File: src/rtl/phasegen_n.sv
// rtl/phasegen_n.sv - parametrised one-hot instruction-phase generator with run/step/drain/halt control
module phasegen_n #(
  parameter int NPHASE = 4,
  parameter int CNTW   = 16,
  localparam int IDXW  = (NPHASE > 1) ? $clog2(NPHASE) : 1
) (
  input  logic              clock,
  input  logic              reset,
  input  logic              run,
  input  logic              step_phase,
  input  logic              step_inst,
  input  logic [CNTW-1:0]   step_n,
  input  logic              stall,
  input  logic              halt_req,
  output logic [NPHASE-1:0] cstate,
  output logic [IDXW-1:0]   phase_idx,
  output logic              running,
  output logic              halted,
  output logic              inst_done,
  output logic [CNTW-1:0]   inst_count
);

  typedef enum logic [2:0] {
    ST_STOP,
    ST_RUN,
    ST_STEP_INST,
    ST_STEP_PHASE,
    ST_DRAIN
  } state_t;

  localparam logic [NPHASE-1:0] PHASE0 = NPHASE'(1);

  state_t            state_q, state_d;
  logic [NPHASE-1:0] cstate_q, cstate_d;
  logic [CNTW-1:0]   rem_q, rem_d;
  logic [CNTW-1:0]   count_q, count_d;
  logic              done_q, done_d;
  logic              halted_q, halted_d;

  logic              one_hot;
  logic              adv;
  logic              wrap;

  // Phase advance qualifiers: a wrap is an advance out of the last phase
  always_comb begin
    one_hot = (cstate_q != '0) && ((cstate_q & (cstate_q - PHASE0)) == '0);
    adv     = (state_q != ST_STOP) && !stall;
    wrap    = adv && one_hot && cstate_q[NPHASE-1];
  end

  // Phase rotation, with recovery to phase 0 from any corrupted vector
  always_comb begin
    cstate_d = cstate_q;
    if (!one_hot) begin
      cstate_d = PHASE0;
    end else if (adv) begin
      cstate_d = {cstate_q[NPHASE-2:0], cstate_q[NPHASE-1]};
    end
  end

  // Instruction counter and completion pulse, both driven by wrap
  always_comb begin
    count_d = count_q;
    done_d  = wrap;
    if (wrap) begin
      count_d = count_q + CNTW'(1);
    end
  end

  // Control FSM: command acceptance in STOP, graceful stop, halt at instruction boundary
  always_comb begin
    state_d  = state_q;
    rem_d    = rem_q;
    halted_d = halted_q;
    unique case (state_q)
      ST_STOP: begin
        if (step_phase) begin
          state_d  = ST_STEP_PHASE;
          halted_d = 1'b0;
        end else if (step_inst) begin
          state_d  = ST_STEP_INST;
          rem_d    = (step_n == '0) ? CNTW'(1) : step_n;
          halted_d = 1'b0;
        end else if (run) begin
          state_d  = ST_RUN;
          halted_d = 1'b0;
        end
      end
      ST_RUN: begin
        if (wrap && halt_req) begin
          state_d  = ST_STOP;
          halted_d = 1'b1;
        end else if (run) begin
          state_d = wrap ? ST_STOP : ST_DRAIN;
        end
      end
      ST_STEP_INST: begin
        if (wrap) begin
          rem_d = rem_q - CNTW'(1);
          if (halt_req) begin
            state_d  = ST_STOP;
            halted_d = 1'b1;
          end else if (rem_q == CNTW'(1)) begin
            state_d = ST_STOP;
          end else if (run) begin
            state_d = ST_DRAIN;
          end
        end else if (run) begin
          state_d = ST_DRAIN;
        end
      end
      ST_DRAIN: begin
        if (wrap) begin
          state_d = ST_STOP;
          if (halt_req) begin
            halted_d = 1'b1;
          end
        end
      end
      ST_STEP_PHASE: begin
        // The single advance happens through adv in the same cycle
        if (!stall) begin
          state_d = ST_STOP;
        end
      end
      default: begin
        state_d = ST_STOP;
      end
    endcase
  end

  // State registers with synchronous reset
  always_ff @(posedge clock) begin
    if (reset) begin
      state_q  <= ST_STOP;
      cstate_q <= PHASE0;
      rem_q    <= '0;
      count_q  <= '0;
      done_q   <= 1'b0;
      halted_q <= 1'b0;
    end else begin
      state_q  <= state_d;
      cstate_q <= cstate_d;
      rem_q    <= rem_d;
      count_q  <= count_d;
      done_q   <= done_d;
      halted_q <= halted_d;
    end
  end

  // Binary index of the active phase
  always_comb begin
    phase_idx = '0;
    for (int i = 0; i < NPHASE; i++) begin
      if (cstate_q[i]) begin
        phase_idx = IDXW'(i);
      end
    end
  end

  assign cstate     = cstate_q;
  assign running    = (state_q != ST_STOP);
  assign halted     = halted_q;
  assign inst_done  = done_q;
  assign inst_count = count_q;

endmodule
File: config.mk
export PLATFORM = sky130hd
export DESIGN_NAME = phasegen_n
export DESIGN_NICKNAME = d
export VERILOG_FILES = /design/src/rtl/phasegen_n.sv
export SDC_FILE = /design/constraint.sdc
export NUM_CORES = 1
export LEC_CHECK = 0
export CORE_ASPECT_RATIO = 1.1
export CORE_MARGIN = 3
export CORE_UTILIZATION = 45
export CTS_CLUSTER_SIZE = 14
export DETAILED_ROUTE_END_ITERATION = 12
export PLACE_DENSITY = 0.71
export SYNTH_ARGS = -nofsm -noshare
export SYNTH_HDL_FRONTEND = slang
export SYNTH_SLANG_ARGS = --single-unit
File: constraint.sdc
create_clock -name clock -period 2.75 [get_ports clock]
set_input_delay 0.6875 -clock clock [delete_from_list [all_inputs] [get_ports clock]]
set_output_delay 0.6875 -clock clock [all_outputs]
set_load 0.03 [all_outputs]
* Word level (Yosys, flattened, before mapping) *
Index checks and enable logic that the tools add are counted.

storage, ports and cells
  register bits = 41
  input bits = 23
  output and inout port bits = 25
  word-level logic and storage cells = 72

operators by class
  add/subtract/negate cells = 3
  eq/ne operators = 15
  muxes and demuxes = 28
  bitwise logic cells = 2
  reduce and logical (&&, ||, !) cells = 18

operators with widths
  kind                                                   number
  two-way mux 16 bit                                     4
  two-way mux 3 bit                                      12
  one-hot mux 16 bit (2 select lines)                    1
  adder 16 x 1 -> 16 bit (second input constant)         1
  equality test 16 x 1 -> 1 bit (second input constant)  1
  zero test 16 bit                                       1
  subtractor 16 x 1 -> 16 bit (second input constant)    1
  one-hot mux 3 bit (5 select lines)                     1
  != test 2 bit (second input constant)                  6
  AND reduction 4 bit                                    2
  two-way mux 1 bit                                      7
  equality test 3 x 2 -> 1 bit (second input constant)   2
  nonzero test 3 bit                                     2
  logical AND 1 bit                                      5
  AND reduction 5 bit                                    1
  bitwise AND 4 bit                                      1
  zero test 4 bit                                        1
  two-way mux 2 bit                                      2
  != test 2 x 1 -> 1 bit (second input constant)         2
  != test 4 bit (second input constant)                  1
  nonzero test 4 bit                                     1
  OR reduction 2 bit                                     2
  subtractor 4 x 1 -> 4 bit (second input constant)      1
  equality test 3 x 1 -> 1 bit (second input constant)   1
  other kinds (7)                                        7

* Depth between registers and ports, before layout *
Gate-level depths: netlist of the first run.

  word-level depth = 10
  depth in mapped cells = 9
  gate-level depth less buffers = 7

* Worst setup path after synthesis of the first run *
No wires, ideal clock.

  path kind = register to register
  start = reg cstate_q[3] (netlist: cstate[3])
  end = reg count_q[9] (netlist: inst_count[9])
  library setup time = 128 ps
  arrival time = 2017 ps
  required time = 2622 ps
  slack = 606 ps
  stages on the path, launching flop included = 8
  buffers on the path = 2
  clock period less this slack = 2144 ps
  cell sequence = dfxtp_1 -> buf_4 -> or4b_4 -> buf_6 -> nor4_4 -> nand4_1 -> xor2_1 -> nor2_1

on the way
  cells in the longest elaborated chain, start to end = 6
  elaborated cells between the ends (all ways) = 7
  those cells by class = 1 x add/sub; 1 x bitwise; 5 x reduce/logical

ends and longest elaborated chain
  element                    line  RTL
  start: declaration         34    logic [NPHASE-1:0] cstate_q, cstate_d;
  start signal: assignment   143   cstate_q <= cstate_d;
  subtractor 4 x 1 -> 4 bit  46    one_hot = (cstate_q != '0) && ((cstate_q & (cstate_q - PHASE0)) == '0);
  bitwise AND 4 bit          46
  zero test 4 bit            46
  logical AND 1 bit          46
  logical AND 1 bit          48    wrap = adv && one_hot && cstate_q[NPHASE-1];
  logical AND 1 bit (*)      48
  end signal: assignment     145   count_q <= count_d;
  end: declaration           36    logic [CNTW-1:0] count_q, count_d;

Every way passes the cells marked *; elsewhere a longest branch is shown, timed or not.
A chain may end at the register's enable or synchronous reset.

* Final worst setup path of the first run *
  start = reg state_q[0]
  end = out running

on the way
  cells in the longest elaborated chain, start to end = 1

ends and longest elaborated chain
  element                   line  RTL
  start: declaration        33    state_t state_q, state_d;
  start signal: assignment  142   state_q <= state_d;
  nonzero test 3 bit        162   assign running = (state_q != ST_STOP);
  end: declaration          17    output logic running,

No other way between the ends.

==> flow_metrics.py, run 1 <==
metrics = {
    "run_status": {
        "outcome": "completed",
    },
    "global_routing": {
        "grt_max_degree": 34,
        "grt_usage_pct": 18.8,
        "first_global_vias": 2170,
        "grt_first_pass_wirelength_um": 10100,
        "grt_antenna_before_repair": 0,
        "grt_overflow": 0,
    },
    "yosys": {
        "synth-seq-cells": 41,
        "synth_top_area_share_pct": 33.8,
        "syn_inst": 308,
        "synth.avg_cell_area_um2": 7.88,
        "yosys_most_used_dff": "dfxtp_1",
        "synthTopCellsByArea": "dfxtp_1 (34%), nor2_1 (7.0%), a21oi_1 (4.5%)",
        "yosys_warnings": 0,
        "synth_area_mm2": 0.00243,
        "synth_top_area_cell": "dfxtp_1",
        "synth_edf_count": 0,
        "syn-num-nets": 334,
        "ys_types": 58,
        "async_reset_ff_share_pct": 0,
        "ys_seq_area_share_pct": 33.8,
    },
    "detailed_routing": {
        "wl_per_cell_um": 13.7,
        "routed-via-count": 2336,
        "met2_length_um": 2710,
        "totalWireLength_um": 5810,
        "met3WireLength_um": 331,
        "drc": 0,
        "m1WireLength_um": 2730,
        "first_pass_iters": 4,
        "vias_per_cell": 5.50,
        "drt-initial-drc-count": 123,
        "ant_nets": 0,
        "top_layer": "met4",
    },
    "clock_tree": {
        "root_buffer": "clkbuf_8",
        "clk_pin_slew_ns": 0.08,
        "ctsHtreeMaxLevel": 2,
        "postCtsSetupBuffers": 0,
        "clockBufferDepth": 2,
        "numCtsBuffers": 5,
        "numClockSinks": 41,
        "cts-hold-fix-buffers": 0,
        "cts_tree": "yes",
        "ctsResizeCount": 0,
        "clk_latency_ns": 0.30,
    },
    "placed_design": {
        "dp.cells": 417,
        "dpl.hpwl_um": 4240,
        "io_buffers": 47,
        "gp_congestion": 0.948,
    },
    "timing": {
        "finalSetupTns_ns": 0,
        "rsz0062_at_grt": "false",
        "slew_headroom_pct": 48.2,
        "finalHoldViolations": 0,
        "max_freq_mhz": 405,
        "tightest_slew_ns": 0.767,
        "skew_ns": 0.00585,
        "period_share_pct": 89.7,
        "setup_viol": 0,
        "slew_violations": 0,
        "period_minus_slack_ns": 2.47,
    },
    "critical_path": {
        "rr_worst_depth": 7,
        "critical_path_required_ns": 2.06,
        "r2r-end": "rem_q[14]$_SDFFE_PP0P_",
        "critPathLaunch": "state_q[0]$_SDFFE_PP0P_",
        "critPathKind": "reg2out",
        "arrival_ns": 1.78,
        "crit_end": "running",
        "r2r_slack_ns": 0.54,
        "cp-end-kind": "primary output",
        "rr_startpoint": "rem_q[1]$_SDFFE_PP0P_",
        "crit_path_max_fanout": 6,
        "start_kind": "flip-flop",
    },
    "floorplanning": {
        "placement_rows": 27,
        "die_h_um": 83.0,
        "die_x_um": 76.0,
        "fp.dieArea_mm2": 0.00631,
        "io_pins": 48,
        "core_mm2": 0.00510,
        "start_util_pct": 47.6,
    },
    "final_layout": {
        "drive_above_1_share_pct": 10.5,
        "area_delta_synth_final_pct": 27.6,
        "stdcell_count": 425,
        "diodes": 0,
        "register_area_um2": 821,
        "mostFrequentLayoutCell": "clkdlybuf4s50_1",
        "mostFrequentLayoutCells": "clkdlybuf4s50_1 (47), nor2_1 (45), dfxtp_1 (41)",
        "finalNetCount": 378,
        "fin_util_pct": 60.7,
        "fillCellCount": 500,
        "multi_input_area_mm2": 0.00147,
    },
    "pwr": {
        "ir_worst_vdd_uv": 312,
        "totalPowerFinal_uw": 2160,
        "cellPowerDensity_mw_per_mm2": 697,
        "p_leak_uw": 0.00110,
    },
    "flow_run": {
        "drv_cap": 0,
    },
    "hold_path": {
        "hold_depth": 2,
        "hp-class": "reg2reg",
    },
}
-- through the flow --
stage | setup WS, ns | instance area [um^2] | hold slack [ns]
finish | 0.283 | 3100 | 0.475
global route | 0.144 | 3100 | 0.493
CTS | 0.265 | 3100 | 0.475
detailed placement | 0.325 | 2960 | 0.465
global placement | 0.359 | 2960 | 0.462
floorplan | 0.606 | 2430 | 0.449
-- cell families (layout without fill, tap and decap cells) --
family                     after synthesis  after routing  synth area share, %
and+or+nand+nor                        142            142                 32.3
AOI/OAI and AO/OA                       74             74                 19.8
DFF                                     41             41                 33.8
buffers and inverters                   29             74                 5.52
xor gates and xnor gates                17             17                 6.14
adders and majority gates                3              3                 1.55
muxes                                    2              2                0.877
-- report_power, final --
group | switching [uW] | internal [uW] | leakage (uW)
logic | 509 | 357 | 0.000698
registers | 58.8 | 647 | 0.000332
clock network | 222 | 366 | 0.0000687
-- flip-flops by register name, indices dropped and copies added, names as in the netlist --
signal,flops
inst_count,16
rem_q,16
cstate,4
state_q,3
halted,1
inst_done,1
-- synthesized netlist by cell type, types with 3 or more instances --
cell,instances
o21ai_0,11
o21ai_1,8
nand4_1,5
nor3_1,7
xor2_1,11
nor4_1,10
clkbuf_1,11
nor3b_1,3
nor3_2,5
nor2_1,45
a211oi_1,3
o22ai_1,3
inv_1,10
nor2b_1,4
or2_2,4
a21oi_1,22
a31oi_1,4
dfxtp_1,41
nand2_1,28
a22o_1,3
nand3_1,12
ha_1,3
xnor2_1,6
-- metal layers --
metal	vias up	global-route usage [%]
li1	1195	-
met1	1067	24.9
met2	70	30.7
met3	4	4.12
met4	0	5.44
met5	-	0
-- worst min-delay path by stage --
stage | from | endpoint | slack, ns
final | rem_q[10]$_SDFFE_PP0P_ | rem_q[10]$_SDFFE_PP0P_ | 0.48
after global routing | rem_q[10]$_SDFFE_PP0P_ | rem_q[10]$_SDFFE_PP0P_ | 0.49
after CTS | rem_q[10]$_SDFFE_PP0P_ | rem_q[10]$_SDFFE_PP0P_ | 0.48
after detailed placement | rem_q[10]$_SDFFE_PP0P_ | rem_q[10]$_SDFFE_PP0P_ | 0.46
after global placement | rem_q[10]$_SDFFE_PP0P_ | rem_q[10]$_SDFFE_PP0P_ | 0.46
after floorplan | rem_q[13]$_SDFFE_PP0P_ | rem_q[13]$_SDFFE_PP0P_ | 0.45
-- area by class of cell --
type / count / share of cell area, %
clock inverters: 3 / 2.22
repair buffers: 56 / 17.4
clock buffers: 5 / 2.22
multi-input cells: 238 / 47.5
flip-flops and latches: 41 / 26.5
well taps: 72 / 2.91
inverters: 10 / 1.21
-- critical path, cell delays in order (launching register included) --
cell and delay (ns):
dfxtp_1 0.32, nor3_2 0.37, inv_1 0.16, clkdlybuf4s50_1 0.63
Note: power is estimated with default switching activity, not from simulation.
==> inputs of run 2 (changes only) <==
--- a/config.mk
+++ b/config.mk
@@ -7,10 +7,10 @@
 export LEC_CHECK = 0
 export CORE_ASPECT_RATIO = 1.1
 export CORE_MARGIN = 3
-export CORE_UTILIZATION = 45
+export CORE_UTILIZATION = 50
 export CTS_CLUSTER_SIZE = 14
 export DETAILED_ROUTE_END_ITERATION = 12
-export PLACE_DENSITY = 0.71
+export PLACE_DENSITY = 0.78
 export SYNTH_ARGS = -nofsm -noshare
 export SYNTH_HDL_FRONTEND = slang
 export SYNTH_SLANG_ARGS = --single-unit
==> flow_metrics.py, run 2 (synthesis results as in run 1) <==
metrics = {
    "clock_tree": {
        "clk_pin_slew_ns": 0.08,
        "ctsResizeCount": 0,
        "root_buffer": "clkbuf_8",
        "cts_tree": "yes",
        "cts-hold-fix-buffers": 0,
        "numClockSinks": 41,
        "clk_latency_ns": 0.31,
        "postCtsSetupBuffers": 0,
        "numCtsBuffers": 5,
        "clockBufferDepth": 2,
        "ctsHtreeMaxLevel": 2,
    },
    "global_routing": {
        "first_global_vias": 2227,
        "grt_usage_pct": 21.8,
        "grt_max_degree": 34,
        "grt_antenna_before_repair": 0,
        "grt_overflow": 0,
        "grt_first_pass_wirelength_um": 10100,
    },
    "placed_design": {
        "gp_congestion": 0.813,
        "io_buffers": 47,
        "dp.cells": 400,
        "dpl.hpwl_um": 4270,
    },
    "detailed_routing": {
        "totalWireLength_um": 5940,
        "wl_per_cell_um": 14.5,
        "routed-via-count": 2375,
        "vias_per_cell": 5.82,
        "drt-initial-drc-count": 143,
        "drc": 0,
        "ant_nets": 0,
        "first_pass_iters": 4,
    },
    "final_layout": {
        "mostFrequentLayoutCell": "clkdlybuf4s50_1",
        "stdcell_count": 408,
        "finalNetCount": 379,
        "diodes": 0,
        "area_delta_synth_final_pct": 25.8,
        "mostFrequentLayoutCells": "clkdlybuf4s50_1 (47), nor2_1 (45), dfxtp_1 (41)",
        "drive_above_1_share_pct": 10.7,
    },
    "pwr": {
        "ir_worst_vdd_uv": 349,
        "cellPowerDensity_mw_per_mm2": 656,
        "totalPowerFinal_uw": 2000,
        "p_leak_uw": 0.00109,
    },
    "critical_path": {
        "arrival_ns": 1.90,
        "critical_path_required_ns": 2.06,
        "crit_path_max_fanout": 15,
        "cp-end-kind": "primary output",
        "critPathKind": "reg2out",
        "start_kind": "flip-flop",
    },
    "timing": {
        "slew_violations": 0,
        "period_share_pct": 94.0,
        "rsz0062_at_grt": "false",
        "slew_headroom_pct": 47.9,
        "max_freq_mhz": 387,
        "tightest_slew_ns": 0.775,
        "period_minus_slack_ns": 2.59,
        "skew_ns": 0.00844,
        "finalSetupTns_ns": 0,
        "finalHoldViolations": 0,
        "setup_viol": 0,
    },
    "floorplanning": {
        "start_util_pct": 54.2,
        "io_pins": 48,
        "fp.dieArea_mm2": 0.00572,
        "placement_rows": 25,
        "die_h_um": 79.1,
        "core_mm2": 0.00447,
        "die_x_um": 72.4,
    },
    "hold_path": {
        "hp-class": "reg2reg",
    },
    "run_status": {
        "outcome": "completed",
    },
    "flow_run": {
        "drv_cap": 0,
    },
}
==> run 2: layer usage <==
layer | vias to the layer above | global-route usage [%] | routed length, um
li1 | 1195 | - | -
met1 | 1100 | 26.4 | 2670
met2 | 67 | 36.2 | 2860
met3 | 13 | 4.56 | 298
met4 | 0 | 10.9 | 108
met5 | - | 0 | 0
==> run 2: power breakdown <==
part	internal, uW	switching, uW
Clock	203	223
Combinational	357	477
Sequential	647	93.9
==> run 2: cell type report <==
| class | instances | area, um^2 |
|---|---|---|
| clock buffers | 6 | 82.6 |
| well taps | 54 | 67.6 |
| clock inverters | 2 | 13.8 |
| flip-flops and latches | 41 | 821 |
| multi-input cells | 238 | 1470 |
| inverters | 10 | 37.5 |
| repair buffers | 57 | 558 |
| fillers | 401 | 1420 |
==> run 2: stage by stage <==
stage	util [%]	setup WS (ns)	cell area, um^2	hold WS, ns
finish	68.2	0.164	3050	0.483
global route	68.2	0.0659	3050	0.502
CTS	68.2	0.172	3050	0.481
detailed placement	66.1	0.229	2960	0.470
global placement	66.1	0.282	2960	0.467
floorplan	-	0.606	2430	0.449
==> run 2: final timing paths <==
kind	start	endpoint	slack, ns	cells after the start
hold reg to reg	rem_q[10]$_SDFFE_PP0P_	rem_q[10]$_SDFFE_PP0P_	0.48	2
setup / recovery	state_q[1]$_SDFFE_PP0P_	running	0.16	3
setup reg to reg	state_q[1]$_SDFFE_PP0P_	rem_q[4]$_SDFFE_PP0P_	0.58	6
hold / removal	rem_q[10]$_SDFFE_PP0P_	rem_q[10]$_SDFFE_PP0P_	0.48	2
==> run 2: critical path, cell delays in order (launching register included) <==
cell and delay (ns):
dfxtp_1 0.65, nor3_2 0.10, inv_1 0.15, clkdlybuf4s50_1 0.69
==> inputs of run 3 (changes only) <==
--- a/config.mk
+++ b/config.mk
@@ -10,6 +10,7 @@
 export CORE_UTILIZATION = 50
 export CTS_CLUSTER_SIZE = 14
 export DETAILED_ROUTE_END_ITERATION = 12
+export GPL_TIMING_DRIVEN = 0
 export PLACE_DENSITY = 0.78
 export SYNTH_ARGS = -nofsm -noshare
 export SYNTH_HDL_FRONTEND = slang
==> flow_metrics.py, run 3 (synthesis results as in run 1) <==
metrics = {
    "pwr": {
        "p_switching_uw": 819,
        "p_leak_uw": 0.00107,
        "ir_worst_vdd_uv": 378,
        "pwr-share-seq_pct": 36.0,
        "internal_power_uw": 1160,
        "p_comb_share_pct": 43.7,
        "clockPowerShare_pct": 20.3,
        "p_sw_share_pct": 41.3,
        "cellPowerDensity_mw_per_mm2": 651,
    },
    "timing": {
        "period_share_pct": 93.0,
        "slew_headroom_pct": 47.6,
        "worst_slack_ns": 0.194,
        "tightest_slew_ns": 0.785,
        "slew_violations": 0,
        "skew_ns": 0.00522,
        "setup_viol": 0,
        "period_minus_slack_ns": 2.56,
        "max_freq_mhz": 391,
        "finalHoldViolations": 0,
        "rsz0062_at_grt": "false",
    },
    "clock_tree": {
        "ctsResizeCount": 0,
        "clockBufferDepth": 2,
        "ctsHtreeMaxLevel": 2,
        "numCtsBuffers": 5,
        "numClockSinks": 41,
        "cts-hold-fix-buffers": 0,
        "cts_tree": "yes",
        "clk_pin_slew_ns": 0.08,
        "postCtsSetupBuffers": 0,
        "root_buffer": "clkbuf_8",
        "clk_latency_ns": 0.30,
    },
    "final_layout": {
        "fin_util_pct": 68.0,
        "finalNetCount": 387,
        "mostFrequentLayoutCell": "clkdlybuf4s50_1",
        "area_delta_synth_final_pct": 25.3,
        "diodes": 0,
        "mostFrequentLayoutCells": "clkdlybuf4s50_1 (46), nor2_1 (45), dfxtp_1 (41)",
        "fillCellCount": 380,
        "drive_above_1_share_pct": 9.39,
    },
    "placed_design": {
        "io_buffers": 46,
        "dpl.hpwl_um": 4740,
        "post-place-ws_ns": -0.0965,
        "gp_congestion": 0.882,
    },
    "detailed_routing": {
        "wl_per_cell_um": 15.5,
        "ant_nets": 0,
        "drc": 0,
        "first_pass_iters": 4,
        "totalWireLength_um": 6460,
        "routed-via-count": 2450,
        "vias_per_cell": 5.89,
        "drt-initial-drc-count": 174,
    },
    "floorplanning": {
        "core_mm2": 0.00447,
        "fp.dieArea_mm2": 0.00572,
        "placement_rows": 25,
        "die_x_um": 72.4,
        "start_util_pct": 54.2,
        "io_pins": 48,
        "die_h_um": 79.1,
    },
    "critical_path": {
        "rr_startpoint": "state_q[1]$_SDFFE_PP0P_",
        "r2r_slack_ns": 0.51,
        "slowest_delay_ns": 0.59,
        "rr_worst_depth": 7,
        "r2r-end": "rem_q[4]$_SDFFE_PP0P_",
        "crit_path_max_fanout": 10,
        "crit_chain": "clkdlybuf4s50_1 > buf_1 > a21oi_1 > a2111oi_0 > a2111o_1 > o22ai_1",
        "slowest_stage": "a2111oi_0",
        "start_kind": "input pin",
        "critPathKind": "in2reg",
        "critical_path_required_ns": 2.93,
        "cp-end-kind": "flip-flop",
        "arrival_ns": 2.74,
    },
    "global_routing": {
        "top_usage_layer": "met2",
        "grt_max_degree": 14,
        "first_global_vias": 2327,
        "grt_use_met3_pct": 5.57,
        "grt_usage_pct": 23.2,
        "use_met2_pct": 40.4,
        "grtUsageMet1_pct": 27.6,
        "grt_first_pass_wirelength_um": 10600,
        "grt_overflow": 0,
        "grt_antenna_before_repair": 0,
    },
    "run_status": {
        "outcome": "completed",
    },
    "hold_path": {
        "hold_depth": 2,
        "hold_path_end": "rem_q[10]$_SDFFE_PP0P_",
        "min_from": "rem_q[10]$_SDFFE_PP0P_",
        "hp-class": "reg2reg",
    },
    "flow_run": {
        "drv_cap": 0,
    },
}
==> run 3: final cells by class <==
cell class,instances,area (um^2),area share (%)
Multi-Input combinational cell,238,1470,48.4
Sequential cell,41,821,27.0
Timing Repair Buffer,46,460,15.1
Buffer,19,96.3,3.17
Clock buffer,5,68.8,2.26
Tap cell,54,67.6,2.22
Inverter,10,37.5,1.23
Clock inverter,3,17.5,0.576
==> run 3: power by group through the flow <==
stage          Clock, uW  Sequential (uW)  Combinational [uW]
2_1_floorplan          0              722                 620
3_3_place_gp           0              723                 833
3_5_place_dp           0              723                 851
4_1_cts              411              711                 856
5_1_grt              436              720                 946
6_report             402              713                 865
==> run 3: metal layers <==
metal,share of wire (%),wire length (um),vias to the layer above
met2,50,3220,88
met3,5.7,367,13
met1,43,2750,1128
met4,1.9,121,0
met5,0,0,-
li1,-,-,1221
==> run 3: through the flow <==
step	setup TNS [ns]	hold slack (ns)	total power [uW]	cells	cell area [um^2]
finish	0	0.489	1980	416	3040
global route	0	0.507	2100	416	3040
detailed placement	-0.0965	0.473	1570	408	2950
CTS	0	0.487	1980	416	3040
floorplan	0	0.449	1340	308	2430
global placement	-0.0781	0.465	1560	408	2950
==> run 3: critical path: cells and delay by family <==
family          cells  cell delay (ns)
buf+inv             2             1.04
compound gates      4             1.00
==> run 3: worst max-delay path by stage <==
stage,start,end,cells after the start,slack (ns)
2_1_floorplan,cstate[3]$_SDFFE_PP0N_,inst_count[9]$_SDFFE_PP0N_,7,0.61
3_3_place_gp,stall,state_q[2]$_SDFFE_PP0P_,6,-0.08
3_5_place_dp,stall,state_q[2]$_SDFFE_PP0P_,6,-0.1
4_1_cts,stall,state_q[2]$_SDFFE_PP0P_,6,0.21
5_1_grt,stall,state_q[2]$_SDFFE_PP0P_,6,0.10
6_report,stall,state_q[2]$_SDFFE_PP0P_,6,0.19
